## src/rtl/cardinal_pkg.sv

```systemverilog
// Constants shared between the processor control and the branch predictor.
// Also provides the 2-bit saturating counter step used by the PHT.
package cardinal_pkg;

    localparam logic [5:0] BRANCH_EZ = 6'b100010;
    localparam logic [5:0] BRANCH_NZ = 6'b100011;

    localparam logic [1:0] CTR_RESET = 2'b01;
    localparam logic [1:0] CTR_MAX   = 2'b11;
    localparam logic [1:0] CTR_MIN   = 2'b00;

    function automatic logic [1:0] ctr_step(input logic [1:0] ctr, input logic taken);
        logic [1:0] result;
        result = ctr;
        if (taken && ctr != CTR_MAX)
            result = ctr + 2'd1;
        else if (!taken && ctr != CTR_MIN)
            result = ctr - 2'd1;
        return result;
    endfunction

endpackage

```

## src/rtl/bp_pattern_table.sv

```systemverilog
// Pattern history table: 2^IDX_W two-bit saturating counters.
// Lookup is asynchronous, so a same-cycle update to the same entry reads the old value.
module bp_pattern_table
    import cardinal_pkg::*;
#(
    parameter int IDX_W = 6
) (
    input  logic             Clock,
    input  logic             Reset,
    input  logic [IDX_W-1:0] lookup_idx,
    output logic [1:0]       lookup_ctr,
    input  logic             upd_en,
    input  logic [IDX_W-1:0] upd_idx,
    input  logic             upd_taken
);

    logic [1:0] ctr [2**IDX_W];

    always_ff @(posedge Clock) begin
        if (Reset) begin
            for (int i = 0; i < 2**IDX_W; i++)
                ctr[i] <= CTR_RESET;
        end else if (upd_en) begin
            ctr[upd_idx] <= ctr_step(ctr[upd_idx], upd_taken);
        end
    end

    assign lookup_ctr = ctr[lookup_idx];

endmodule

```

## src/rtl/gshare_branch_predictor.sv

```systemverilog
// Gshare predictor for the IF stage: PC xor global history indexes the PHT,
// training and history repair happen when ID resolves the branch one cycle later.
module gshare_branch_predictor
    import cardinal_pkg::*;
#(
    parameter int IDX_W = 6,
    parameter int GHR_W = 4,
    parameter int CNT_W = 16
) (
    input  logic             Clock,
    input  logic             Reset,
    input  logic [0:7]       IF_PC,
    input  logic [0:31]      IF_Instr,
    input  logic             IF_Hold,
    output logic             Prediction,
    input  logic             Res_Valid,
    input  logic             Res_Taken,
    output logic             Mispredict,
    output logic [0:CNT_W-1] Branch_Count,
    output logic [0:CNT_W-1] Mispredict_Count
);

    logic [GHR_W-1:0] ghr;
    logic [GHR_W-1:0] rec_ghr;
    logic             rec_v;
    logic             rec_pred;
    logic [IDX_W-1:0] rec_idx;
    logic [IDX_W-1:0] idx;
    logic [1:0]       ctr;
    logic             is_br;
    logic             eff_res;
    logic [CNT_W-1:0] br_cnt;
    logic [CNT_W-1:0] mis_cnt;
    logic             unused_bits;

    assign unused_bits = ^{IF_PC, IF_Instr[6:31]};

    assign is_br   = (IF_Instr[0:5] == BRANCH_EZ) || (IF_Instr[0:5] == BRANCH_NZ);
    assign idx     = IF_PC[8-IDX_W:7] ^ IDX_W'(ghr);

    assign Prediction = is_br & ctr[1];
    assign eff_res    = Res_Valid & rec_v & ~IF_Hold;
    assign Mispredict = eff_res & (Res_Taken != rec_pred);

    bp_pattern_table #(
        .IDX_W(IDX_W)
    ) u_pht (
        .Clock      (Clock),
        .Reset      (Reset),
        .lookup_idx (idx),
        .lookup_ctr (ctr),
        .upd_en     (eff_res),
        .upd_idx    (rec_idx),
        .upd_taken  (Res_Taken)
    );

    // A mispredict squashes the IF instruction and rebuilds history from the checkpoint.
    always_ff @(posedge Clock) begin
        if (Reset) begin
            ghr      <= '0;
            rec_v    <= 1'b0;
            rec_pred <= 1'b0;
            rec_idx  <= '0;
            rec_ghr  <= '0;
            br_cnt   <= '0;
            mis_cnt  <= '0;
        end else if (!IF_Hold) begin
            rec_v    <= is_br & ~Mispredict;
            rec_idx  <= idx;
            rec_pred <= Prediction;
            rec_ghr  <= ghr;
            if (Mispredict)
                ghr <= GHR_W'({rec_ghr, Res_Taken});
            else if (is_br)
                ghr <= GHR_W'({ghr, Prediction});
            if (eff_res && !(&br_cnt))
                br_cnt <= br_cnt + CNT_W'(1);
            if (Mispredict && !(&mis_cnt))
                mis_cnt <= mis_cnt + CNT_W'(1);
        end
    end

    assign Branch_Count     = br_cnt;
    assign Mispredict_Count = mis_cnt;

endmodule

```

## config.mk

```make
export PLATFORM = sky130hd
export DESIGN_NAME = gshare_branch_predictor
export DESIGN_NICKNAME = d
export VERILOG_FILES = /design/src/rtl/cardinal_pkg.sv /design/src/rtl/bp_pattern_table.sv /design/src/rtl/gshare_branch_predictor.sv
export SDC_FILE = /design/constraint.sdc
export NUM_CORES = 1
export LEC_CHECK = 0
export BUFFER_PORTS_ARGS = -buffer_cell sky130_fd_sc_hd__buf_2
export CORE_MARGIN = 3
export CORE_UTILIZATION = 60
export DETAILED_ROUTE_END_ITERATION = 7
export HOLD_SLACK_MARGIN = 0.08
export MAX_ROUTING_LAYER = met4
export PLACE_DENSITY = 0.84
export SETUP_SLACK_MARGIN = 0.05
export SLEW_MARGIN = 0
export SYNTH_ARGS = -nofsm -noshare
export SYNTH_HDL_FRONTEND = slang
export SYNTH_SLANG_ARGS = --single-unit
```

## constraint.sdc

```tcl
create_clock -name Clock -period 4.7 [get_ports Clock]
set_clock_uncertainty 0.15 [all_clocks]
set_input_delay 0.94 -clock Clock [delete_from_list [all_inputs] [get_ports Clock]]
set_output_delay 0.94 -clock Clock [all_outputs]
set_load 0.01 [all_outputs]
```

==> results of run 1 <==
[logic make-up after synthesis]
logic type	Yosys count
AND/OR/NAND/NOR	360
flip-flops	181
AO/OA/AOI/OAI	114
buffers and inverters	82
multiplexers	78
XOR/XNOR	34
adder cells (fa/ha/maj)	4
[critical path: cells and delay by family]
kind / cells / cell delay [ns]
muxes: 2 / 0.80
and+or+nand+nor: 1 / 0.12
xor gates and xnor gates: 1 / 0.12
buffers and inverters: 3 / 0.65
AOI/OAI and AO/OA: 2 / 0.23
[cell type report]
type / instances / area, sq um
timing repair buffer: 71 / 485
sequential: 181 / 4910
multi-input combinational: 590 / 4240
tap: 211 / 264
fill: 1111 / 4830
clock buffer: 21 / 482
clock inverter: 11 / 75.1
inverter: 8 / 30.0
[per-layer routing]
| layer | global-route usage (%) | vias up | wire length (um) |
|---|---|---|---|
| met5 | - | - | 0 |
| met3 | 6.01 | 90 | 2260 |
| met4 | 12.2 | 0 | 954 |
| met2 | 45.3 | 440 | 11500 |
| met1 | 35.5 | 3447 | 8580 |
| li1 | - | 3161 | - |
[state kept, by name, summed over array words and instances (netlist names), named ones only]
name / count
rec_pred: 1
u_pht.ctr: 128
ghr: 4
rec_v: 1
rec_ghr: 3
rec_idx: 6
Branch_Count: 16
Mispredict_Count: 16
[layout by cell type (no fill, tap or decap), types with 3 or more instances in the layout]
master | synthesis | layout
a21oi_1 | 79 | 79
and2_1 | 3 | 3
and3_1 | 10 | 10
and3b_1 | 3 | 3
and4_1 | 5 | 5
buf_12 | 0 | 6
buf_2 | 6 | 49
buf_4 | 0 | 16
clkbuf_16 | 0 | 18
clkinv_2 | 0 | 3
clkinv_4 | 0 | 5
dfxtp_1 | 53 | 51
edfxtp_1 | 128 | 128
ha_1 | 4 | 4
inv_1 | 7 | 8
mux2_2 | 12 | 12
mux2i_1 | 22 | 22
mux4_2 | 44 | 44
nand2_1 | 90 | 90
nand2b_1 | 68 | 68
nand3_1 | 77 | 77
nand3b_1 | 5 | 5
nand4_1 | 12 | 12
nor2_1 | 60 | 59
nor2b_1 | 4 | 4
nor3_1 | 12 | 11
nor3b_2 | 0 | 3
o2111ai_1 | 6 | 6
o211ai_1 | 3 | 3
o21ai_0 | 6 | 6
o221ai_1 | 4 | 4
or3_1 | 5 | 5
xnor2_1 | 11 | 11
xor2_1 | 22 | 21
[metrics by stage]
stage               setup WS [ns]  util [%]
floorplan                   0.926         -
global placement            0.779      64.8
detailed placement          0.766      64.8
CTS                         0.766      68.4
global route                0.641      68.4
finish                      0.746      68.4
[path summary, 6_finish.rpt]
kind,from,to,cells past startpoint
worst min register to register,rec_ghr[0],rec_ghr[0],2
worst max register to register,flip-flop,u_pht.ctr[42][0],10
worst max-delay path,IF_PC[6],Prediction,9
worst min-delay path,rec_ghr[0],rec_ghr[0],2
[where the power goes]
| group | total, mW | internal [mW] | switching, mW |
|---|---|---|---|
| logic | 0.361 | 0.126 | 0.235 |
| registers | 1.75 | 1.73 | 0.0263 |
| clock network | 1.34 | 0.735 | 0.602 |
| total | 3.45 | 2.59 | 0.863 |
==> summary.txt, run 1 <==
Status
  – Status: finished, final reports clean

Cells and area
  – NumNets Final: 918
  – Share of cells above drive strength 1: 19.0%
  – Non-filler cells, final: 1093
  – Design Area, Final: 10500 sq um
  – ANT cells: 0
  – Layout area overhead: 10.7%

Floorplanning
  – # rows: 45
  – Die Area: 17300 sq um
  – IO Pins: 79
  – Die Wd: 132 um
  – Initial Utilization: 61.8%
  – Core area: 15300 sq um
  – Die H: 132 um

Clock tree
  – Root Buffer: clkbuf_16
  – PostCTS Resize Cnt: 0
  – H-tree depth: 4
  – # clock sinks: 181
  – Reg clk slew, reported paths: 0.06 ns
  – Post-CTS Setup Repair Bufs: 0
  – CTS tree: done
  – Num CTS Buffers: 17
  – Clk_lat worst skew: 0.44 ns
  – Hold buffers post-CTS: 0
  – Clock buffer depth: 2

Drt
  – Via count: 7138
  – Vias per cell: 6.53
  – WL/cell: 21.3 um
  – Initial drt markers: 901
  – Drt drc: 0
  – TritonRoute pass-1 iters: 5
  – Final WL: 23.3 mm
  – Post-detailed-route count of antenna-violating nets: 0

Hold path
  – Worst Hold Class: flip-flop to flip-flop

Timing
  – Hold Slack: 0.353 ns
  – Final hold violations: 0
  – Fmax: 253 MHz
  – Fin crit period: 3.95 ns
  – Slew headroom: 25.7%
  – Final setup TNS: 0 ns
  – Worst-Margin Slew: 1.11 ns
  – Final setup violation count: 0
  – Max Slew Vio Count: 0
  – RSZ-0062 raised after global routing: false
  – Final worst path period share: 84.1%

Worst setup path
  – Slowest cell on the critical path: mux4_2
  – Critical Path Most Common Cell: buf_2
  – Setup crit end kind: output port
  – CP Max Fanout: 23
  – WP data required: 3.61 ns
  – Critical Path AT: 2.86 ns
  – R2r setup slk: 0.89 ns
  – CP Launch Type: primary input
  – CP max stage delay: 0.56 ns
  – CP cell instances: buf_2, xor2_2, buf_4, mux4_2, mux2i_1, o211ai_1, nand3_1, a21oi_1, buf_2
  – CP Class: primary input to output port

Run
  – Maximum Capacitance Violations: 0

Place
  – Port buffer count: 49
  – GP Congestion: 0.905
  – Placed cells: 1061
  – Placed cell area: 9930 sq um
  – Post-DP HPWL: 14.7 mm

Logic synthesis
  – Cells after Synth: 853
  – Synth Register Bits: 181
  – Cell taking the most area after synthesis: edfxtp_1
  – Most common library cells after synthesis: 128 x edfxtp_1, 90 x nand2_1, 79 x a21oi_1
  – Yosys warnings: 0
  – Most used DFF post-synth: edfxtp_1
  – Main combinational cell family by area after synthesis: simple AND/OR/NAND/NOR gates
  – Synthesized-area fraction occupied by adder cells: 0.528%
  – Post-synthesis mux area share: 14.2%
  – Avg Cell Area, Syn: 11.1 sq um
  – Synth Area in Compound Gates: 7.12%
  – Mapped Nets: 902
  – Yosys top cell area share: 40.6%
  – Top post-synthesis cells by area: edfxtp_1 41%, dfxtp_1 11%, mux4_2 10%
  – Post-synth cell types: 47
  – Register area share after synthesis: 51.8%
  – XOR/XNOR Fraction of Synth Area: 3.34%
  – Synthesized area: 9470 sq um
  – Async SR Flop Fraction: 0%
  – Most common cell in the netlist: edfxtp_1
  – EDFF count, synth: 128
  – Synth Area in Simple Gates: 19.0%

GRT
  – Vias in the first global route: 6979
  – Initial antenna violation count: 0
  – Remaining Overflow, GRT: 0
  – Pin count of the biggest net entering global routing: 96
  – First-pass GRT wire length: 37.4 mm
  – Overall Global Routing Usage: 28.4%

Power
  – Worst vdd ir: 313 uV
  – Overall power: 3.45 mW
  – Cell Pwr Density: 329 nW/um^2
  – P_leak: 3.44 nW
Note: power is estimated with default switching activity, not from simulation.
==> run 2: changes to the inputs <==
--- a/config.mk
+++ b/config.mk
@@ -5,13 +5,14 @@
 export SDC_FILE = /design/constraint.sdc
 export NUM_CORES = 1
 export LEC_CHECK = 0
+export ABC_AREA = 1
 export BUFFER_PORTS_ARGS = -buffer_cell sky130_fd_sc_hd__buf_2
 export CORE_MARGIN = 3
-export CORE_UTILIZATION = 60
+export CORE_UTILIZATION = 55
 export DETAILED_ROUTE_END_ITERATION = 7
 export HOLD_SLACK_MARGIN = 0.08
 export MAX_ROUTING_LAYER = met4
-export PLACE_DENSITY = 0.84
+export PLACE_DENSITY = 0.81
 export SETUP_SLACK_MARGIN = 0.05
 export SLEW_MARGIN = 0
 export SYNTH_ARGS = -nofsm -noshare
==> constraint.sdc (replaced) <==
create_clock -name Clock -period 3.6 [get_ports Clock]
set_clock_uncertainty 0.15 [all_clocks]
set_input_delay 0.72 -clock Clock [delete_from_list [all_inputs] [get_ports Clock]]
set_output_delay 0.72 -clock Clock [all_outputs]
set_load 0.01 [all_outputs]
==> summary.txt, run 2 <==
Floorplanning
  – Die Wd: 139 um (+5.8%)
  – Die H: 139 um (+5.8%)
  – Die Area: 19400 sq um (+12%)
  – IO Pins: 79 (unchanged)
  – Initial Utilization: 56.3% (-5.6 points)
  – Core area: 17400 sq um (+13%)
  – # rows: 48 (+6.7%)

Cells and area
  – NumNets Final: 1329 (+45%)
  – Filler instances: 1374 (+24%)
  – Most frequent cells in the layout: 231 x nand2_1, 225 x nor2_1, 162 x nand3_1
  – Commonest non-fill, non-tap cell in the layout: nand2_1
  – Multi-input gate area: 3900 sq um (-8.1%)
  – Top reg by flops: u_pht.ctr
  – Layout area overhead: 10.4%
  – Share of cells above drive strength 1: 10.1% (-9.0 points)
  – ANT cells: 0 (unchanged)
  – Max reg flops: 128 (unchanged)
  – Register area: 4910 sq um (about the same)

Timing
  – Final setup violation count: 0 (unchanged)
  – Slew headroom: 53.9% (+28 points)
  – Fin crit period: 3.38 ns
  – Fmax: 296 MHz
  – Final hold violations: 0 (unchanged)
  – Max Slew Vio Count: 0 (unchanged)
  – Worst-Margin Slew: 0.690 ns (-0.420 ns)
  – Final worst path period share: 93.8%
  – RSZ-0062 raised after global routing: false
  – Final setup TNS: 0 ns (unchanged)

Worst setup path
  – Critical Path AT: 2.51 ns (-0.35 ns)
  – CP Max Fanout: 9 (-61%)
  – CP Launch Type: primary input
  – Setup crit end kind: output port
  – CP Class: primary input to output port
  – WP data required: 2.73 ns (-0.88 ns)

Power
  – Cell Pwr Density: 458 nW/um^2 (+39%)
  – Overall power: 4.94 mW (+43%)
  – Worst vdd ir: 347 uV (+11%)
  – P_leak: 3.91 nW (+14%)

Drt
  – Vias per cell: 5.78 (-12%)
  – TritonRoute pass-1 iters: 8 (+3)
  – Final WL: 25.7 mm (+10%)
  – Initial drt markers: 996 (+11%)
  – WL/cell: 16.9 um (-21%)
  – Via count: 8767 (+23%)
  – Post-detailed-route count of antenna-violating nets: 0 (unchanged)
  – Drt drc: 3 (+3)

Logic synthesis
  – Yosys warnings: 0 (unchanged)
  – Avg Cell Area, Syn: 7.81 sq um (-30%)
  – Async SR Flop Fraction: 0% (unchanged)
  – Synth Register Bits: 181 (unchanged)
  – EDFF count, synth: 128 (unchanged)
  – Mapped Nets: 1299 (+44%)
  – Most common library cells after synthesis: 233 x nand2_1, 225 x nor2_1, 162 x nand3_1
  – Most used DFF post-synth: edfxtp_1
  – Post-synth cell types: 40 (-15%)
  – Cells after Synth: 1250 (+47%)
  – Register area share after synthesis: 50.2% (-1.6 points)
  – Yosys top cell area share: 39.4% (-1.2 points)
  – Cell taking the most area after synthesis: edfxtp_1
  – Synthesized area: 9770 sq um (+3.1%)
  – Top post-synthesis cells by area: edfxtp_1 39%, dfxtp_1 11%, nand2_1 9.0%
  – Most common cell in the netlist: nand2_1

Place
  – Post-DP HPWL: 16.8 mm (+14%)
  – Port buffer count: 49 (unchanged)
  – GP Congestion: 0.943 (+4.2%)

GRT
  – Initial antenna violation count: 0 (unchanged)
  – Overall Global Routing Usage: 27.3% (-1.1 points)
  – Pin count of the biggest net entering global routing: 40 (-58%)
  – Vias in the first global route: 8246 (+18%)
  – Remaining Overflow, GRT: 0 (unchanged)
  – First-pass GRT wire length: 40.9 mm (+9.5%)

Clock tree
  – # clock sinks: 181 (unchanged)
  – Clock buffer depth: 2 (unchanged)
  – H-tree depth: 4 (unchanged)
  – CTS tree: done
  – Clk_lat worst skew: 0.44 ns (about the same)
  – Num CTS Buffers: 17 (unchanged)
  – Reg clk slew, reported paths: 0.06 ns (about the same)
  – Root Buffer: clkbuf_16
  – Post-CTS Setup Repair Bufs: 0 (unchanged)

Run
  – Maximum Capacitance Violations: 0 (unchanged)

Hold path
  – Worst Hold Class: flip-flop to flip-flop

Status
  – Status: finished with violations
  – Violated checks: design-rule violations
run 2: cell types whose count changed after synthesis, sizes merged, moves of 22 or more:
| cell | delta |
|---|---|
| nor2 | +176 |
| nand2 | +146 |
| inv | +144 |
| nand3 | +86 |
| o21ai | +86 |
| nand2b | -68 |
| mux4 | -44 |
| a21oi | -35 |
| clkbuf | -33 |
| o22ai | +26 |
| buf | +23 |
| mux2i | -22 |
run 2: area by class of cell:
class / count / area share [%]
multi-input combinational: 853 / 36.1
timing repair buffer: 75 / 4.78
sequential: 181 / 45.5
clock inverter: 12 / 1.65
inverter: 152 / 5.29
tap: 225 / 2.61
clock buffer: 20 / 4.05
run 2: kinds of logic after synthesis:
kind of cell               after synthesis  synth area share (%)
xor gates and xnor gates                 6                 0.538
adders and majority gates                4                 0.513
AOI/OAI and AO/OA                      173                  9.58
and+or+nand+nor                        670                  29.2
buffers and inverters                  216                  9.93
DFF                                    181                  50.2
run 2: critical path, cell delays in order:
cell      delay [ns]
buf_2           0.11
xnor2_1         0.23
clkinv_1        0.46
nand3_1         0.26
nand3_1         0.14
nand3_1         0.10
nand3_1         0.15
nand3_1         0.16
inv_1           0.05
buf_2           0.13
run 2: report_power, final:
part | leakage [nW] | internal [mW] | switching, mW | total (mW)
logic | 2.06 | 0.191 | 0.507 | 0.698
clock network | 0.299 | 1.16 | 0.787 | 1.95
registers | 1.54 | 2.26 | 0.0285 | 2.29
total | 3.91 | 3.62 | 1.32 | 4.94
run 2: per-layer routing:
metal	vias up	part of all wire [%]	track usage, %
li1	4174	-	-
met4	0	4.6	14.9
met2	499	48	43.5
met5	-	0	-
met1	3990	38	32.8
met3	104	9.6	5.12
run 2: final timing paths:
| kind | slack, ns | startpoint | endpoint | cells past startpoint |
|---|---|---|---|---|
| max | 0.22 | IF_PC[5] | Prediction | 10 |
| min | 0.33 | Branch_Count[0] | Branch_Count[0] | 2 |
| min reg2reg | 0.33 | Branch_Count[0] | Branch_Count[0] | 2 |
| max reg2reg | 0.28 | flip-flop | u_pht.ctr[27][0] | 17 |
run 2: metrics by stage:
stage | hold slack (ns) | cell area (sq um) | cells | util [%] | setup WS, ns
5_1_grt | 0.341 | 10800 | 1518 | 62.1 | 0.0515
2_1_floorplan | 0.305 | 9770 | 1250 | - | 0.742
3_3_place_gp | 0.315 | 10200 | 1486 | 58.6 | 0.287
6_report | 0.330 | 10800 | 1518 | 62.1 | 0.223
4_1_cts | 0.330 | 10800 | 1518 | 62.1 | 0.277
3_5_place_dp | 0.320 | 10200 | 1486 | 58.6 | 0.292
run 2: repair_timing:
| item | 4_1_cts | 5_1_grt |
|---|---|---|
| gates resized for setup | 0 | 2 |
| hold buffers | 0 | 0 |
| endpoints found under the setup margin | 0 | 1 |
